## src/rtl/mul4_fitness_sequencer.sv

```systemverilog
// Fitness sequencer for a combinational mul4 candidate: drives LFSR operand vectors and counts
// 16-bit product lanes that match the golden 32x32 product. Option: MUL4_CORNER_VECTORS_EN.
`timescale 1ns/1ps
module mul4_fitness_sequencer #(
   parameter int unsigned NUM_VECTORS = 64,
   parameter logic [31:0] LFSR_SEED_A = 32'hACE1_1234,
   parameter logic [31:0] LFSR_SEED_B = 32'h1357_9BDF
) (
   input  logic        clk,
   input  logic        rst,
   input  logic        start,
   output logic        busy,
   output logic        done,
   output logic [15:0] fitness,
   output logic        perfect,
   output logic [15:0] dut_a1,
   output logic [15:0] dut_a0,
   output logic [15:0] dut_b1,
   output logic [15:0] dut_b0,
   input  logic [15:0] dut_y3,
   input  logic [15:0] dut_y2,
   input  logic [15:0] dut_y1,
   input  logic [15:0] dut_y0
);

   localparam logic [31:0] Taps = 32'h8020_0003;
   localparam int unsigned IdxW = 14;
   localparam logic [IdxW-1:0] LastIdx = IdxW'(NUM_VECTORS - 1);
   localparam logic [15:0] FullScore = 16'(4 * NUM_VECTORS);

   typedef enum logic [1:0] {StIdle, StDrive, StSample, StDone} state_e;

   state_e            state_q, state_d;
   logic [IdxW-1:0]   idx_q, idx_d;
   logic [31:0]       lfsr_a_q, lfsr_a_d, lfsr_b_q, lfsr_b_d;
   logic [31:0]       op_a_q, op_a_d, op_b_q, op_b_d;
   logic [15:0]       fitness_q, fitness_d;
   logic              perfect_q, perfect_d;

   logic              load;
   logic [31:0]       src_a, src_b;
   logic [31:0]       vec_a, vec_b, nxt_a, nxt_b;
   logic [63:0]       golden;
   logic [2:0]        hits;

   function automatic logic [31:0] lfsr_step(input logic [31:0] s);
      return (s >> 1) ^ (s[0] ? Taps : 32'h0);
   endfunction

   assign golden = {32'h0, op_a_q} * {32'h0, op_b_q};
   assign hits   = 3'(dut_y0 == golden[15:0])  + 3'(dut_y1 == golden[31:16]) +
                   3'(dut_y2 == golden[47:32]) + 3'(dut_y3 == golden[63:48]);

   always_comb begin
      state_d   = state_q;
      idx_d     = idx_q;
      fitness_d = fitness_q;
      perfect_d = perfect_q;
      load      = 1'b0;
      src_a     = lfsr_a_q;
      src_b     = lfsr_b_q;
      case (state_q)
         StIdle: begin
            if (start) begin
               fitness_d = '0;
               perfect_d = 1'b0;
               idx_d     = '0;
               load      = 1'b1;
               src_a     = LFSR_SEED_A;
               src_b     = LFSR_SEED_B;
               state_d   = StDrive;
            end
         end
         StDrive: state_d = StSample;
         StSample: begin
            fitness_d = fitness_q + {13'h0, hits};
            if (idx_q == LastIdx) begin
               // Registered here so perfect is already valid during the done cycle.
               perfect_d = (fitness_d == FullScore);
               state_d   = StDone;
            end else begin
               idx_d   = idx_q + 1'b1;
               load    = 1'b1;
               state_d = StDrive;
            end
         end
         StDone:  state_d = StIdle;
         default: state_d = StIdle;
      endcase
   end

`ifdef MUL4_CORNER_VECTORS_EN
   // Corner vectors occupy indices 0..3 and leave the LFSRs untouched.
   always_comb begin
      vec_a = src_a;
      vec_b = src_b;
      nxt_a = lfsr_step(src_a);
      nxt_b = lfsr_step(src_b);
      if (idx_d < IdxW'(4)) begin
         nxt_a = src_a;
         nxt_b = src_b;
         unique case (idx_d[1:0])
            2'd0: begin vec_a = 32'h0000_0000; vec_b = 32'h0000_0000; end
            2'd1: begin vec_a = 32'hFFFF_FFFF; vec_b = 32'hFFFF_FFFF; end
            2'd2: begin vec_a = 32'h0000_0001; vec_b = 32'hFFFF_FFFF; end
            2'd3: begin vec_a = 32'h0001_0000; vec_b = 32'h0001_0000; end
            default: ;
         endcase
      end
   end
`else
   always_comb begin
      vec_a = src_a;
      vec_b = src_b;
      nxt_a = lfsr_step(src_a);
      nxt_b = lfsr_step(src_b);
   end
`endif

   always_comb begin
      op_a_d   = load ? vec_a : op_a_q;
      op_b_d   = load ? vec_b : op_b_q;
      lfsr_a_d = load ? nxt_a : lfsr_a_q;
      lfsr_b_d = load ? nxt_b : lfsr_b_q;
   end

   always_ff @(posedge clk) begin
      if (rst) begin
         state_q   <= StIdle;
         idx_q     <= '0;
         lfsr_a_q  <= LFSR_SEED_A;
         lfsr_b_q  <= LFSR_SEED_B;
         op_a_q    <= '0;
         op_b_q    <= '0;
         fitness_q <= '0;
         perfect_q <= 1'b0;
      end else begin
         state_q   <= state_d;
         idx_q     <= idx_d;
         lfsr_a_q  <= lfsr_a_d;
         lfsr_b_q  <= lfsr_b_d;
         op_a_q    <= op_a_d;
         op_b_q    <= op_b_d;
         fitness_q <= fitness_d;
         perfect_q <= perfect_d;
      end
   end

   assign busy    = (state_q == StDrive) || (state_q == StSample);
   assign done    = (state_q == StDone);
   assign fitness = fitness_q;
   assign perfect = perfect_q;
   assign dut_a1  = op_a_q[31:16];
   assign dut_a0  = op_a_q[15:0];
   assign dut_b1  = op_b_q[31:16];
   assign dut_b0  = op_b_q[15:0];

endmodule

```

## config.mk

```make
export PLATFORM = sky130hd
export DESIGN_NAME = mul4_fitness_sequencer
export DESIGN_NICKNAME = d
export VERILOG_FILES = /design/src/rtl/mul4_fitness_sequencer.sv
export SDC_FILE = /design/constraint.sdc
export NUM_CORES = 2
export LEC_CHECK = 0
export BUFFER_PORTS_ARGS = -buffer_cell sky130_fd_sc_hd__clkbuf_2
export CORE_AREA = 2 2 260 262
export DETAILED_ROUTE_END_ITERATION = 8
export DIE_AREA = 0 0 262 264
export PLACE_DENSITY = 0.76
export SLEW_MARGIN = 30
export SYNTH_ARGS = -nofsm -noshare
export SYNTH_HDL_FRONTEND = slang
export SYNTH_SLANG_ARGS = --single-unit
```

## constraint.sdc

```tcl
create_clock -name clk -period 16.3 [get_ports clk]
set_input_delay 1.63 -clock clk [delete_from_list [all_inputs] [get_ports clk]]
set_output_delay 1.63 -clock clk [all_outputs]
set_load 0.005 [all_outputs]
```

Word level (Yosys, flattened, before mapping) --
Index checks and enable logic that the tools add are counted.
Word-level totals: logic and storage cells 54, flip-flop bits (word level) 161
Cells by class: reduce and logical (&&, ||, !) cells 6, bitwise gates (word level) 2, equality and inequality tests 12, muxes and demuxes 20, add/sub/neg operators 5, multipliers 1
Operators with widths (number):
- two-way mux 32 bit | 6
- equality test 16 bit | 4
- multiplier 32 x 32 -> 64 bit | 1
- bitwise XOR 31 x 32 -> 32 bit | 2
- case mux 16 bit (2 select lines) | 1
- two-way mux 14 bit | 2
- case mux 14 bit (2 select lines) | 1
- adder 16 x 3 -> 16 bit | 1
- equality test 16 x 9 -> 1 bit (second input constant) | 1
- two-way mux 16 bit | 1
- adder 14 x 1 -> 14 bit (second input constant) | 1
- equality test 14 x 6 -> 1 bit (second input constant) | 1
- case mux 2 bit (4 select lines) | 1
- inequality test 2 bit (second input constant) | 3
- AND reduction 3 bit | 2
- equality test 2 bit (second input constant) | 2
- two-way mux 1 bit | 4
- two-way mux 2 bit | 2
- case mux 1 bit (2 select lines) | 2
- adder 2 x 1 -> 3 bit | 1
- adder 3 x 1 -> 3 bit | 1
- adder 1 x 1 -> 2 bit | 1
- equality test 2 x 1 -> 1 bit (second input constant) | 1
- logical NOT 2 bit | 1
- 3 further kinds | 3

Logic depth before layout (Yosys ltp) --
depth after elaboration 9, depth in mapped cells 44, depth with buffers taken out 41

Worst setup path before layout --
OpenSTA, ideal clock, no wires.
path type register to register, from register op_a_q[13], to register perfect_q (netlist: perfect), path slack 6425 ps, data arrival time 9804 ps, cell stages (with the launch flop) 38, cell sequence dfxtp_1 clkbuf_1 and2_1 fa_1 fa_1 fa_1 inv_1 fa_1 inv_1 fa_1 fa_1 fa_1 fa_1 ha_1 nand2_1 nor2_1 a221o_1 a31oi_2 [... 2 more ...] o21ai_4 xnor2_1 nor4_2 nand2_1 fa_1 fa_1 inv_1 fa_1 and3_1 and3_1 and3_1 and3_1 and3_1 nor3_1 a31oi_1 nor4_1 o311ai_1 a21oi_1
On the way: cells in the longest elaborated chain, start to end 9, elaborated cells between the ends (all ways) 12
RTL lines:
- from (decl) | line 36 | logic [31:0] op_a_q, op_a_d, op_b_q, op_b_d;
- from (signal assigned) | line 142 | op_a_q <= op_a_d;
- multiplier 32 x 32 -> 64 bit (*) | line 50 | assign golden = {32'h0, op_a_q} * {32'h0, op_b_q};
- equality test 16 bit | line 51 | assign hits = 3'(dut_y0 == golden[15:0]) + 3'(dut_y1 == golden[31:16]) +
- adder 1 x 1 -> 2 bit | line 51
- adder 2 x 1 -> 3 bit | line 51
- adder 3 x 1 -> 3 bit (*) | line 52 | 3'(dut_y2 == golden[47:32]) + 3'(dut_y3 == golden[63:48]);
- adder 16 x 3 -> 16 bit (*) | line 76 | fitness_d = fitness_q + {13'h0, hits};
- equality test 16 x 9 -> 1 bit (*) | line 79 | perfect_d = (fitness_d == FullScore);
- two-way mux 1 bit (*) | line 77 | if (idx_q == LastIdx) begin
- case mux 1 bit (2 select lines) (*) | line 62 | case (state_q)
- to (signal assigned) | line 145 | perfect_q <= perfect_d;
- to (decl) | line 38 | logic perfect_q, perfect_d;
Every way passes the cells marked *; elsewhere a longest branch is shown, timed or not. The select of a mux whose other input is x is not followed. A chain may end at the register's enable or synchronous reset.

==> results.md <==
- CP max stage delay: 0.63 ns
- CP endpoint: perfect
- Kind of critical path: flip-flop to flip-flop
- Crit path time final: 11.46 ns
- Die H: 264 um
- Fraction of layout cells with a size suffix above 1: 0.0646
- Status: finished, final reports clean
- Final worst path period share: 0.703
- Worst path slowest cell: dfxtp_1
- Setup WS post-layout: 4.84 ns
- Slew of the pin with the lowest slew margin: 0.978 ns
- Power per cell area: 80.8 nW/um^2
- Skew final: 0.0147 ns
- CTS Buf Count: 17
- Vias per cell: 5.84
- TritonCTS clock tree: yes
- CP most frequent cell: fa_1
- H-Tree Depth: 4
- Gp weighted congestion: 0.946
- #FFs+latches synth: 133
- Largest net degree at the start of global routing: 91
- ANT nets after route: 0
- Post-Syn Area: 39,500 sq um
- Clock root cell: clkbuf_16
- Dominant synthesized flop cell: dfxtp_1
- Max_slew headroom: 0.346
- Die Wd: 262 um
- Synth async-reset ratio: 0
- Syn_nets: 5,685
- Synth Instances: 4,451
- Number of synthesized flops with an enable pin: 0
- RSZ-0062 raised after global routing: false
- Setup TNS: 0 ns
- Core area: 66,600 sq um
- R2R Setup Slk: 4.84 ns
- GRT overflow: 0
- Top-level I/O count: 150
- Synth area leaders: fa_1 46%, and2_1 9.2%, ha_1 8.5%
- Worst Path Arrival: 11.84 ns
- Reg clk slew, reported paths: 0.07 ns
- Fmax: 87.2 MHz
- Final nets: 5,630
- Peak VDD IR: 73.0 uV
- Port bufs: 149
- Clk sinks: 133
- Inserted Diodes: 0
- Post-detail-place hpwl: 85,300 um
- Synth area leader: fa_1
- Drt total wl: 114,000 um
- DRC viols: 0
- Routed wire per std cell: 21.5 um
- Cell variety after synth: 71
- P&R area growth vs syn: 4.44%
- Number of global-route vias before repair: 33,022
- Worst hold path class: flip-flop to flip-flop
- Commonest non-fill, non-tap cell in the layout: fa_1
- Worst slack at placement: 4.95 ns
- Initial antenna violation count: 2
- Area share of the largest cell type after synthesis: 0.455
- Post-CTS Setup Repair Bufs: 0
- Final slew viol count: 0
- Initial DRC Count: 2,615
- CTS Buffer Depth: 2
- Worst Path Required: 16.67 ns
- CP startpoint: lfsr_a_q[7]
- Worst reg-to-reg path cell count: 40
- Post-CTS Resized: 0
- RR Startpoint: lfsr_a_q[7]
- Rows: 95
- Clock Latency Late Sink: 0.44 ns
- Critical path launch point type: flip-flop
- First-pass GRT wire length: 181,000 um
- Static leakage: 17.6 nW
- Avg Inst Size Synth: 8.88 sq um
- Crit end category: flip-flop
- Final hold violation count: 0
- DIE AREA: 69,200 sq um
- Hold_buf cts: 0
- Final Setup Violations: 0
- Sequential-to-total area share from yosys stat: 0.0674
- Synth warn: 0
- Reg-to-reg critical path endpoint: perfect
- Commonest non-fill, non-tap cells in the layout: 899 x fa_1, 737 x inv_1, 686 x nand2_1
- Initial Util: 0.594
- Overall Global Routing Usage: 0.342
- Max_cap viols: 0
- Crit-path max FO: 22
- Vias: 30,841
- 1st-pass router iterations: 6
==> cells in the mapped netlist, types with 10 or more instances <==
cell type	number
xnor2_1	86
or3_1	10
fa_1	899
o21ai_0	65
xor2_1	42
and3_1	21
buf_4	29
nor2_1	114
nor3_1	23
a31oi_1	28
nand2b_1	10
o21a_1	13
nand3_1	38
dfxtp_1	133
clkbuf_1	249
a21o_1	19
and2_1	583
or2_2	18
ha_1	268
o211ai_1	11
nand4_1	37
nand2_1	686
o21ai_1	17
inv_1	737
a21oi_1	179
a22oi_1	19
nor4_1	12
==> cells by family after synthesis <==
group           after synthesis  synth area share
buf+inv                    1028             0.101
xor+xnor                    128            0.0284
compound gates              418            0.0650
mux                           7           0.00187
flops                       133            0.0674
simple gates               1570             0.197
fa+ha+maj                  1167             0.540
==> metal layers <==
metal  track usage  routed length [um]  up-vias
met3        0.0496                8580      413
li1              -                   -    13351
met1         0.418               40800    15645
met4         0.185                7270        0
met5             0                   0        -
met2         0.583               57000     1432
==> where the power goes <==
group	leakage (nW)	switching (mW)	total, mW	internal [mW]
clock	0.291	0.175	0.393	0.218
sequential	1.09	0.0263	0.391	0.365
combinational	16.3	1.63	2.55	0.922
total	17.6	1.83	3.34	1.50
==> how the worst min path moves through the flow <==
stage	startpoint	endpoint	slack [ns]	cells past startpoint
floorplan	lfsr_a_q[23]	lfsr_a_q[22]	0.43	2
global placement	lfsr_a_q[19]	lfsr_a_q[18]	0.44	2
detailed placement	lfsr_a_q[19]	lfsr_a_q[18]	0.45	2
CTS	lfsr_a_q[19]	lfsr_a_q[18]	0.46	2
global route	lfsr_b_q[11]	lfsr_b_q[11]	0.49	2
finish	lfsr_a_q[19]	lfsr_a_q[18]	0.46	2
==> critical path: cells and delay by family, from the launching register on <==
family | cells | cell delay, ns
adders and majority gates | 12 | 5.34
AOI/OAI and AO/OA | 10 | 2.42
and+or+nand+nor | 10 | 2.06
buffers and inverters | 7 | 0.72
DFF | 1 | 0.63
xor gates and xnor gates | 1 | 0.18
==> per-stage QoR <==
| stage | util | hold slack [ns] | total power [mW] | cells | cell area [sq um] |
|---|---|---|---|---|---|
| after floorplan | - | 0.434 | 2.13 | 4451 | 39500 |
| after global placement | 0.611 | 0.440 | 2.89 | 5250 | 40700 |
| after detailed placement | 0.611 | 0.447 | 2.92 | 5250 | 40700 |
| after CTS | 0.620 | 0.456 | 3.33 | 5282 | 41300 |
| after global routing | 0.620 | 0.495 | 3.60 | 5282 | 41300 |
| final | 0.620 | 0.460 | 3.34 | 5282 | 41300 |
==> registers in the layout, indices dropped and copies added (netlist names) <==
register	count
fitness	16
perfect	1
state_q	2
op_a_q	15
lfsr_a_q	32
idx_q	14
op_b_q	22
lfsr_b_q	31
==> layout make-up <==
type	count	area, sq um
clock inverter	15	168
inverter	737	2770
sequential	133	2670
fill	5670	25300
tap	873	1090
clock buffer	17	425
multi-input combinational	3290	32900
timing repair buffer	217	1260
Power figures use the tool's default switching activity.
